[src/rtl/disp_pkg.sv]
// Shared types and constants for the display time selector and its divider.
// The divider turns a seconds count into minutes and seconds.
package disp_pkg;

  typedef enum logic [1:0] {
    IDLE = 2'd0,
    PASS = 2'd1,
    DIV  = 2'd2
  } disp_state_t;

  localparam int SEC_PER_MIN = 60;
  localparam int SEC_W       = 6;

endpackage

[src/rtl/sec_to_minsec.sv]
// Iterative seconds -> minutes:seconds divider: one subtraction of 60 per step.
// The quotient saturates at all-ones, and sat tells the owner to stop.
module sec_to_minsec
  import disp_pkg::*;
#(
  parameter int W     = 12,
  parameter int MIN_W = 7
) (
  input  logic             clk,
  input  logic             rst,
  input  logic             load,
  input  logic             step,
  input  logic [W-1:0]     load_val,
  output logic [SEC_W-1:0] sec,
  output logic [MIN_W-1:0] quo,
  output logic             done,
  output logic             sat
);

  logic [W-1:0]     rem_reg;
  logic [MIN_W-1:0] quo_reg;

  assign done = int'(rem_reg) < SEC_PER_MIN;
  assign sat  = !done && (quo_reg == {MIN_W{1'b1}});
  assign sec  = rem_reg[SEC_W-1:0];
  assign quo  = quo_reg;

  always_ff @(posedge clk) begin
    if (rst) begin
      rem_reg <= '0;
      quo_reg <= '0;
    end else if (load) begin
      rem_reg <= load_val;
      quo_reg <= '0;
    end else if (step && !done && !sat) begin
      rem_reg <= rem_reg - W'(SEC_PER_MIN);
      quo_reg <= quo_reg + MIN_W'(1);
    end
  end

endmodule

[src/rtl/disp_time_sel.sv]
// Display source selector: samples one of NCH time channels on start. Seconds
// channels are converted to {minutes, seconds}; the result is held until the next one.
module disp_time_sel
  import disp_pkg::*;
#(
  parameter int               NCH       = 4,
  parameter int               W         = 12,
  parameter int               MIN_W     = 7,
  parameter logic [NCH-1:0]   CONV_MASK = 4'b1000,
  localparam int              SEL_W     = $clog2(NCH) + 1,
  localparam int              OUT_W     = MIN_W + 6
) (
  input  logic               clk,
  input  logic               rst,
  input  logic [NCH*W-1:0]   ch_data,
  input  logic [SEL_W-1:0]   sel,
  input  logic               start,
  output logic               busy,
  output logic               out_valid,
  output logic [OUT_W-1:0]   disp_out,
  output logic               overflow
);

  disp_state_t      state_reg, state_next;
  logic [OUT_W-1:0] disp_reg, disp_next;
  logic [OUT_W-1:0] pass_reg, pass_next;
  logic             ovf_reg, ovf_next;
  logic             valid_reg, valid_next;

  logic [W-1:0]     chan [NCH];
  logic [W-1:0]     sel_val;
  logic             sel_conv;
  logic             sel_blank;
  logic [OUT_W-1:0] sel_ext;

  logic             div_load, div_step, div_done, div_sat;
  logic [SEC_W-1:0] div_sec;
  logic [MIN_W-1:0] div_quo;

  for (genvar gi = 0; gi < NCH; gi++) begin : g_chan
    assign chan[gi] = ch_data[gi*W +: W];
  end

  always_comb begin
    sel_val  = '0;
    sel_conv = 1'b0;
    for (int i = 0; i < NCH; i++) begin
      if (int'(sel) == i) begin
        sel_val  = chan[i];
        sel_conv = CONV_MASK[i];
      end
    end
  end

  assign sel_blank = int'(sel) >= NCH;

  // Raw channels pass through zero-extended or truncated to the display width.
  if (W >= OUT_W) begin : g_trunc
    assign sel_ext = sel_val[OUT_W-1:0];
  end else begin : g_zext
    assign sel_ext = {{(OUT_W-W){1'b0}}, sel_val};
  end

  sec_to_minsec #(
    .W     (W),
    .MIN_W (MIN_W)
  ) u_div (
    .clk      (clk),
    .rst      (rst),
    .load     (div_load),
    .step     (div_step),
    .load_val (sel_val),
    .sec      (div_sec),
    .quo      (div_quo),
    .done     (div_done),
    .sat      (div_sat)
  );

  always_comb begin
    state_next = state_reg;
    disp_next  = disp_reg;
    pass_next  = pass_reg;
    ovf_next   = ovf_reg;
    valid_next = 1'b0;
    div_load   = 1'b0;
    div_step   = 1'b0;
    case (state_reg)
      IDLE: begin
        if (start) begin
          if (sel_blank || !sel_conv) begin
            pass_next  = sel_blank ? '0 : sel_ext;
            state_next = PASS;
          end else begin
            div_load   = 1'b1;
            state_next = DIV;
          end
        end
      end
      PASS: begin
        disp_next  = pass_reg;
        ovf_next   = 1'b0;
        valid_next = 1'b1;
        state_next = IDLE;
      end
      DIV: begin
        // Saturation wins over done: the remainder is still >= 60 there.
        if (div_sat) begin
          disp_next  = {{MIN_W{1'b1}}, SEC_W'(SEC_PER_MIN - 1)};
          ovf_next   = 1'b1;
          valid_next = 1'b1;
          state_next = IDLE;
        end else if (div_done) begin
          disp_next  = {div_quo, div_sec};
          ovf_next   = 1'b0;
          valid_next = 1'b1;
          state_next = IDLE;
        end else begin
          div_step = 1'b1;
        end
      end
      default: state_next = IDLE;
    endcase
  end

  always_ff @(posedge clk) begin
    if (rst) begin
      state_reg <= IDLE;
      disp_reg  <= '0;
      pass_reg  <= '0;
      ovf_reg   <= 1'b0;
      valid_reg <= 1'b0;
    end else begin
      state_reg <= state_next;
      disp_reg  <= disp_next;
      pass_reg  <= pass_next;
      ovf_reg   <= ovf_next;
      valid_reg <= valid_next;
    end
  end

  assign busy      = (state_reg != IDLE);
  assign out_valid = valid_reg;
  assign disp_out  = disp_reg;
  assign overflow  = ovf_reg;

endmodule

[config.mk]
export PLATFORM = sky130hd
export DESIGN_NAME = disp_time_sel
export DESIGN_NICKNAME = d
export VERILOG_FILES = /design/src/rtl/disp_pkg.sv /design/src/rtl/sec_to_minsec.sv /design/src/rtl/disp_time_sel.sv
export SDC_FILE = /design/constraint.sdc
export NUM_CORES = 1
export LEC_CHECK = 0
export CAP_MARGIN = 10
export CORE_ASPECT_RATIO = 0.7
export CORE_MARGIN = 2
export CORE_UTILIZATION = 35
export CTS_CLUSTER_SIZE = 10
export DETAILED_ROUTE_END_ITERATION = 16
export DONT_BUFFER_PORTS = 1
export GPL_ROUTABILITY_DRIVEN = 0
export PLACE_DENSITY_LB_ADDON = 0.12
export SYNTH_ARGS = -nofsm -noshare
export SYNTH_HDL_FRONTEND = slang
export SYNTH_SLANG_ARGS = --single-unit
[constraint.sdc]
create_clock -name clk -period 3 [get_ports clk]
set_input_delay 0.6 -clock clk [delete_from_list [all_inputs] [get_ports clk]]
set_output_delay 0.6 -clock clk [all_outputs]
set_load 0.02 [all_outputs]
# [Word level (Yosys, flattened, before mapping)]
# Cells that the tools add are included.
[word_totals] ff_bits=49 input_bits=54 output_inout_bits=16
[op_classes] add_sub_neg=2 order_cmp=2 n_eq_ne=8 muxes=28 reduce_logical=16
[op_table] operator="$mux 12" n=7
[op_table] operator="$mux 13" n=2
[op_table] operator="$pmux 13 s2" n=1
[op_table] operator="$lt 12x6->1 const B" n=1
[op_table] operator="$sub 12x6->12 const B" n=1
[op_table] operator="$mux 1" n=11
[op_table] operator="$mux 2" n=4
[op_table] operator="$add 7x1->7 const B" n=1
[op_table] operator="$eq 7x7->1 const B" n=1
[op_table] operator="$eq 3x3->1 const B" n=2
[op_table] operator="$reduce_bool 2->1" n=3
[op_table] operator="$pmux 1 s2" n=2
[op_table] operator="$pmux 2 s2" n=1
[op_table] operator="$reduce_and 2->1" n=2
[op_table] operator="$eq 3x2->1 const B" n=1
[op_table] operator="$ge 3x3->1 const B" n=1
[op_table] operator="$logic_and 1x1->1" n=3
[op_table] operator="$logic_not 1->1" n=3
[op_table] operator="$logic_not 3->1" n=1
[op_table] operator="$ne 3x1->1 const B" n=1
[op_table] operator="$reduce_and 3->1" n=1
[op_table] operator="$eq 2x1->1 const B" n=1
[op_table] operator="$eq 2x2->1 const B" n=1
[op_table] operator="$logic_not 2->1" n=1
[op_table] operator="3 further kinds" n=3

# [Longest topological paths before layout]
[logic_depth] word_depth=9 depth_mapped=8

# [Modules after synthesis]
# Synthesis repeated with hierarchy kept, for this count alone.
[hier_totals] cells_unflattened=293 area_unflattened_um2=2806.4
[by_module_without_submodules] mod="disp_time_sel" instances=1 cells_per_inst=161 area_per_inst_um2=1646.6
[by_module_without_submodules] mod="sec_to_minsec" instances=1 cells_per_inst=132 area_per_inst_um2=1159.9

# [Least setup slack after synthesis]
# Ideal clock, no wire load.
[synth_path] path_type="input -> register" from="input sel[0]" to="register pass_reg[3]" arrival_ns=2.033 path_slack_ns=0.840 path_stages=7 n_path_buf=3 cell_sequence="clkbuf_1 buf_2 nand3b_1 nand3_1 buf_2 mux2i_1 nor2_1"
[synth_via] elab_chain_cells=6 elab_cells_between_ends=14 classes_between="order compare: 1; eq/ne: 3; mux: 6; reduce/logical: 4"
[synth_lines] element="from (decl)" line="disp_time_sel.sv:16" text="input logic [SEL_W-1:0] sel,"
[synth_lines] element="$logic_not 3->1" line="disp_time_sel.sv:48" text="if (int'(sel) == i) begin"
[synth_lines] element="$mux 12 (4 in series)" line="disp_time_sel.sv:48"
[synth_lines] element="$mux 12" line="disp_time_sel.sv:91" text="pass_next = sel_blank ? '0 : sel_ext;"
[synth_lines] element="to (signal assigned)" line="disp_time_sel.sv:135" text="pass_reg <= pass_next;"
[synth_lines] element="to (decl)" line="disp_time_sel.sv:26" text="logic [OUT_W-1:0] pass_reg, pass_next;"
# Parallel ways exist; a longest one is shown, timed or not.
# A chain may end at the register's enable or synchronous reset.

# [Worst setup path after layout]
[layout_path] from="register u_div.rem_reg[2]" to="register u_div.rem_reg[3]"
[layout_via] elab_chain_cells=8 elab_cells_between_ends=13 classes_between="add/sub: 1; order compare: 1; mux: 5; reduce/logical: 6"
[layout_lines] element="from (decl)" line="sec_to_minsec.sv:20" text="logic [W-1:0] rem_reg;"
[layout_lines] element="from (signal assigned)" line="sec_to_minsec.sv:33" text="rem_reg <= load_val;"
[layout_lines] element="from (signal assigned)" line="sec_to_minsec.sv:36" text="rem_reg <= rem_reg - W'(SEC_PER_MIN);"
[layout_lines] element="$lt 12x6->1" line="sec_to_minsec.sv:23" text="assign done = int'(rem_reg) < SEC_PER_MIN;"
[layout_lines] element="$logic_not 1->1" line="sec_to_minsec.sv:24, sec_to_minsec.sv:35"
[layout_lines] element="$logic_and 1x1->1" line="sec_to_minsec.sv:24" text="assign sat = !done && (quo_reg == {MIN_W{1'b1}});"
[layout_lines] element="$mux 1" line="disp_time_sel.sv:107" text="if (div_sat) begin"
[layout_lines] element="$mux 1" line="disp_time_sel.sv:87" text="case (state_reg)"
[layout_lines] element="$logic_and 1x1->1 (2 in series)" line="sec_to_minsec.sv:35" text="end else if (step && !done && !sat) begin"
[layout_lines] element="$reduce_bool 2->1 (no source line)"
# Parallel ways exist; a longest one is shown, timed or not. The select of a mux whose other input is x is not followed.

==> flow_summary_export.csv <==
group,metric,value,unit
timing,hold_violations,0,
final_layout,diodes,0,
global_routing,grt_pass1_wl,10800,µm
global_routing,grtUsageTotal,0.177,
placed_design,dpl.hpwl,4900,µm
synthesis,netlist_top_cells_area,"dfxtp_1 38%, mux4_2 7.0%, nor2_1 5.4%, mux2i_1 5.1%, a211oi_1 5.0%",
synthesis,synthArstFlopShare,0,
timing,maxClockFrequency,448,MHz
worst_hold_path,hold_class,"primary input to register",
floorplanning,start_util,0.356,
cts,clk_pin_slew,0.09,ns
cts,cts_root_buf,"clkbuf_8",
route,wl_per_cell,17.7,µm
final_layout,register_area,961,µm²
global_routing,grt_max_degree,42,
synthesis,synth_area,2560,µm²
worst_setup_path,r2r_slack,0.77,ns
timing,fin_skew,0.0108,ns
timing,worst_slack,0.768,ns
cts,cts_tree,"yes",
global_routing,grt-ovfl-total,0,
synthesis,yosysMostFrequentCell,"dfxtp_1",
power_and_ir_drop,fin_total_pwr,1.29,mW
floorplanning,die_w,106,µm
final_layout,final_cells,379,
floorplanning,die_area,8010,µm²
power_and_ir_drop,ir_worst_vdd,156,µV
worst_setup_path,critPathArrivalTime,2.44,ns
synthesis,synth_edf_count,0,
power_and_ir_drop,power.leakage,0.981,nW
final_layout,n_fill_cell,763,
route,drt-pass1-iter-count,4,
floorplanning,rows,26,
cts,ctsHoldBuffers,0,
timing,rsz0062_at_grt,"no",
floorplanning,core,7190,µm²
route,ant_nets,0,
synthesis,yosys.area.top_type_share,0.376,
synthesis,ys_types,42,
final_layout,drive_gt1_frac,0.0996,
worst_hold_path,holdPathStages,1,
synthesis,syn_nets,345,
final_layout,largest_register_ffs,13,
final_layout,multi_input_area,1480,µm²
synthesis,ys_seq_area_frac,0.376,
global_routing,grt_antenna_before_repair,0,
timing,drv_slew,0,
cts,numClockSinks,48,
timing,slew_headroom,0.458,
worst_setup_path,rr_worst_depth,7,
placed_design,dp_slack,0.830,ns
run,drv_cap,0,
placed_design,placedCellCount,372,
worst_setup_path,path_class,"register to register",
cts,postCtsSetupBuffers,0,
worst_setup_path,cp-end-kind,"register",
worst_hold_path,min-delay-start,"rst",
cts,clock_latency,0.30,ns
synthesis,synth_common_cells,"48 x dfxtp_1, 37 x nor2_1, 22 x nor3_1, 17 x a211oi_1, 16 x nor2b_1",
placed_design,portBuffers,0,
outcome,status,"finished clean",
timing,period_needed,2.23,ns
worst_setup_path,worstSetupStartpointType,"register",
route,drc_errors,0,
synthesis,avgSynthCellArea,8.94,µm²
timing,period_share,0.744,
synthesis,yosysTopAreaCell,"dfxtp_1",
placed_design,dpl_cell_area,2640,µm²
global_routing,grt_pass1_vias,2093,
final_layout,finalNetCount,340,
worst_setup_path,cp_max_fo,11,
timing,setup_violations,0,
worst_setup_path,cp.required,3.21,ns
power_and_ir_drop,power.density,470,nW/µm²
cts,cts.path.max_buffers,2,
cts,htreeDepth,2,
cts,ctsResizeCount,0,
route,via_count,2130,
synthesis,syn_inst,286,
floorplanning,pin_count,70,
worst_setup_path,r2r-start,"u_div.rem_reg[2]$_SDFFE_PP0P_",
final_layout,syn_to_final_growth,6.95,%
synthesis,synth_warnings,0,
final_layout,final_area,2730,µm²
synthesis,synth_seq_cells,48,
timing,final.setup.tns,0,ns
worst_setup_path,startpoint,"u_div.rem_reg[2]$_SDFFE_PP0P_",
synthesis,ys.flop_type,"dfxtp_1",
route,drt-total-wl,6690,µm
timing,tightest_slew,0.810,ns
cts,numCtsBuffers,5,
route,viasPerCell,5.62,
floorplanning,die_height,75.5,µm
route,drt_iter0_markers,126,
## kinds of logic (layout without fill, tap and decap cells)
logic type	count (synthesis)	in the layout	share of synthesized area
AOI/OAI and AO/OA	57	57	0.153
adders and majority gates	5	5	0.0245
DFF	48	48	0.376
muxes	24	24	0.135
buffers and inverters	25	20	0.0440
and+or+nand+nor	114	114	0.224
xor gates and xnor gates	13	13	0.0445
## metrics by stage
stage          hold slack (ns)  utilization
2_1_floorplan            0.456            -
3_3_place_gp             0.475        0.367
3_5_place_dp             0.481        0.367
4_1_cts                  0.351        0.380
5_1_grt                  0.343        0.380
6_report                 0.362        0.380
## final timing paths
path | to
worst max-delay path | u_div.rem_reg[3]$_SDFFE_PP0P_
worst min-delay path | u_div.rem_reg[9]$_SDFFE_PP0P_
worst max register to register | u_div.rem_reg[3]$_SDFFE_PP0P_
worst min register to register | pass_reg[0]$_SDFFE_PP0P_
## metal layers
layer,vias to the layer above,global-route usage,part of all wire
met5,-,0,0
met4,0,0.0439,0.0037
met3,2,0.0445,0.064
met2,68,0.276,0.42
met1,1024,0.250,0.51
li1,1036,-,-
## area by class of cell
class | instances | share of cell area
clock buffers | 7 | 0.0352
inverters | 7 | 0.00961
multi-input cells | 213 | 0.542
flip-flops and latches | 48 | 0.351
well taps | 98 | 0.0449
repair buffers | 6 | 0.0165
## report_power, final
part / switching, mW / internal [mW] / leakage [nW]
sequential: 0.0301 / 0.660 / 0.389
combinational: 0.0931 / 0.0827 / 0.541
clock: 0.213 / 0.206 / 0.0503
total: 0.337 / 0.948 / 0.981
## critical path, stage by stage (launching register included)
cell      delay, ns
dfxtp_1        0.42
ha_1           0.18
and3_1         0.24
nor4_1         0.07
buf_4          0.18
nor2_1         0.64
nand2_1        0.13
a311oi_1       0.27
## cell usage in the layout (no fill, tap or decap), types with 2 or more instances in the layout
| cell | n |
|---|---|
| nor4_1 | 3 |
| nand2b_1 | 3 |
| dfxtp_1 | 48 |
| nand4_1 | 2 |
| o21ai_0 | 4 |
| xnor2_1 | 10 |
| a311oi_1 | 2 |
| mux2i_1 | 13 |
| nand2_1 | 10 |
| o22ai_1 | 14 |
| xor2_1 | 3 |
| buf_4 | 6 |
| a211oi_1 | 17 |
| clkbuf_8 | 7 |
| a2bb2oi_1 | 2 |
| or4_4 | 2 |
| and3_1 | 3 |
| nand3_1 | 10 |
| mux2_2 | 3 |
| ha_1 | 5 |
| inv_1 | 7 |
| a31oi_1 | 2 |
| mux4_2 | 8 |
| a21oi_1 | 9 |
| nor2_1 | 37 |
| nor2b_1 | 16 |
| nor3_1 | 22 |
No activity file was read; power rests on OpenSTA's default activity.
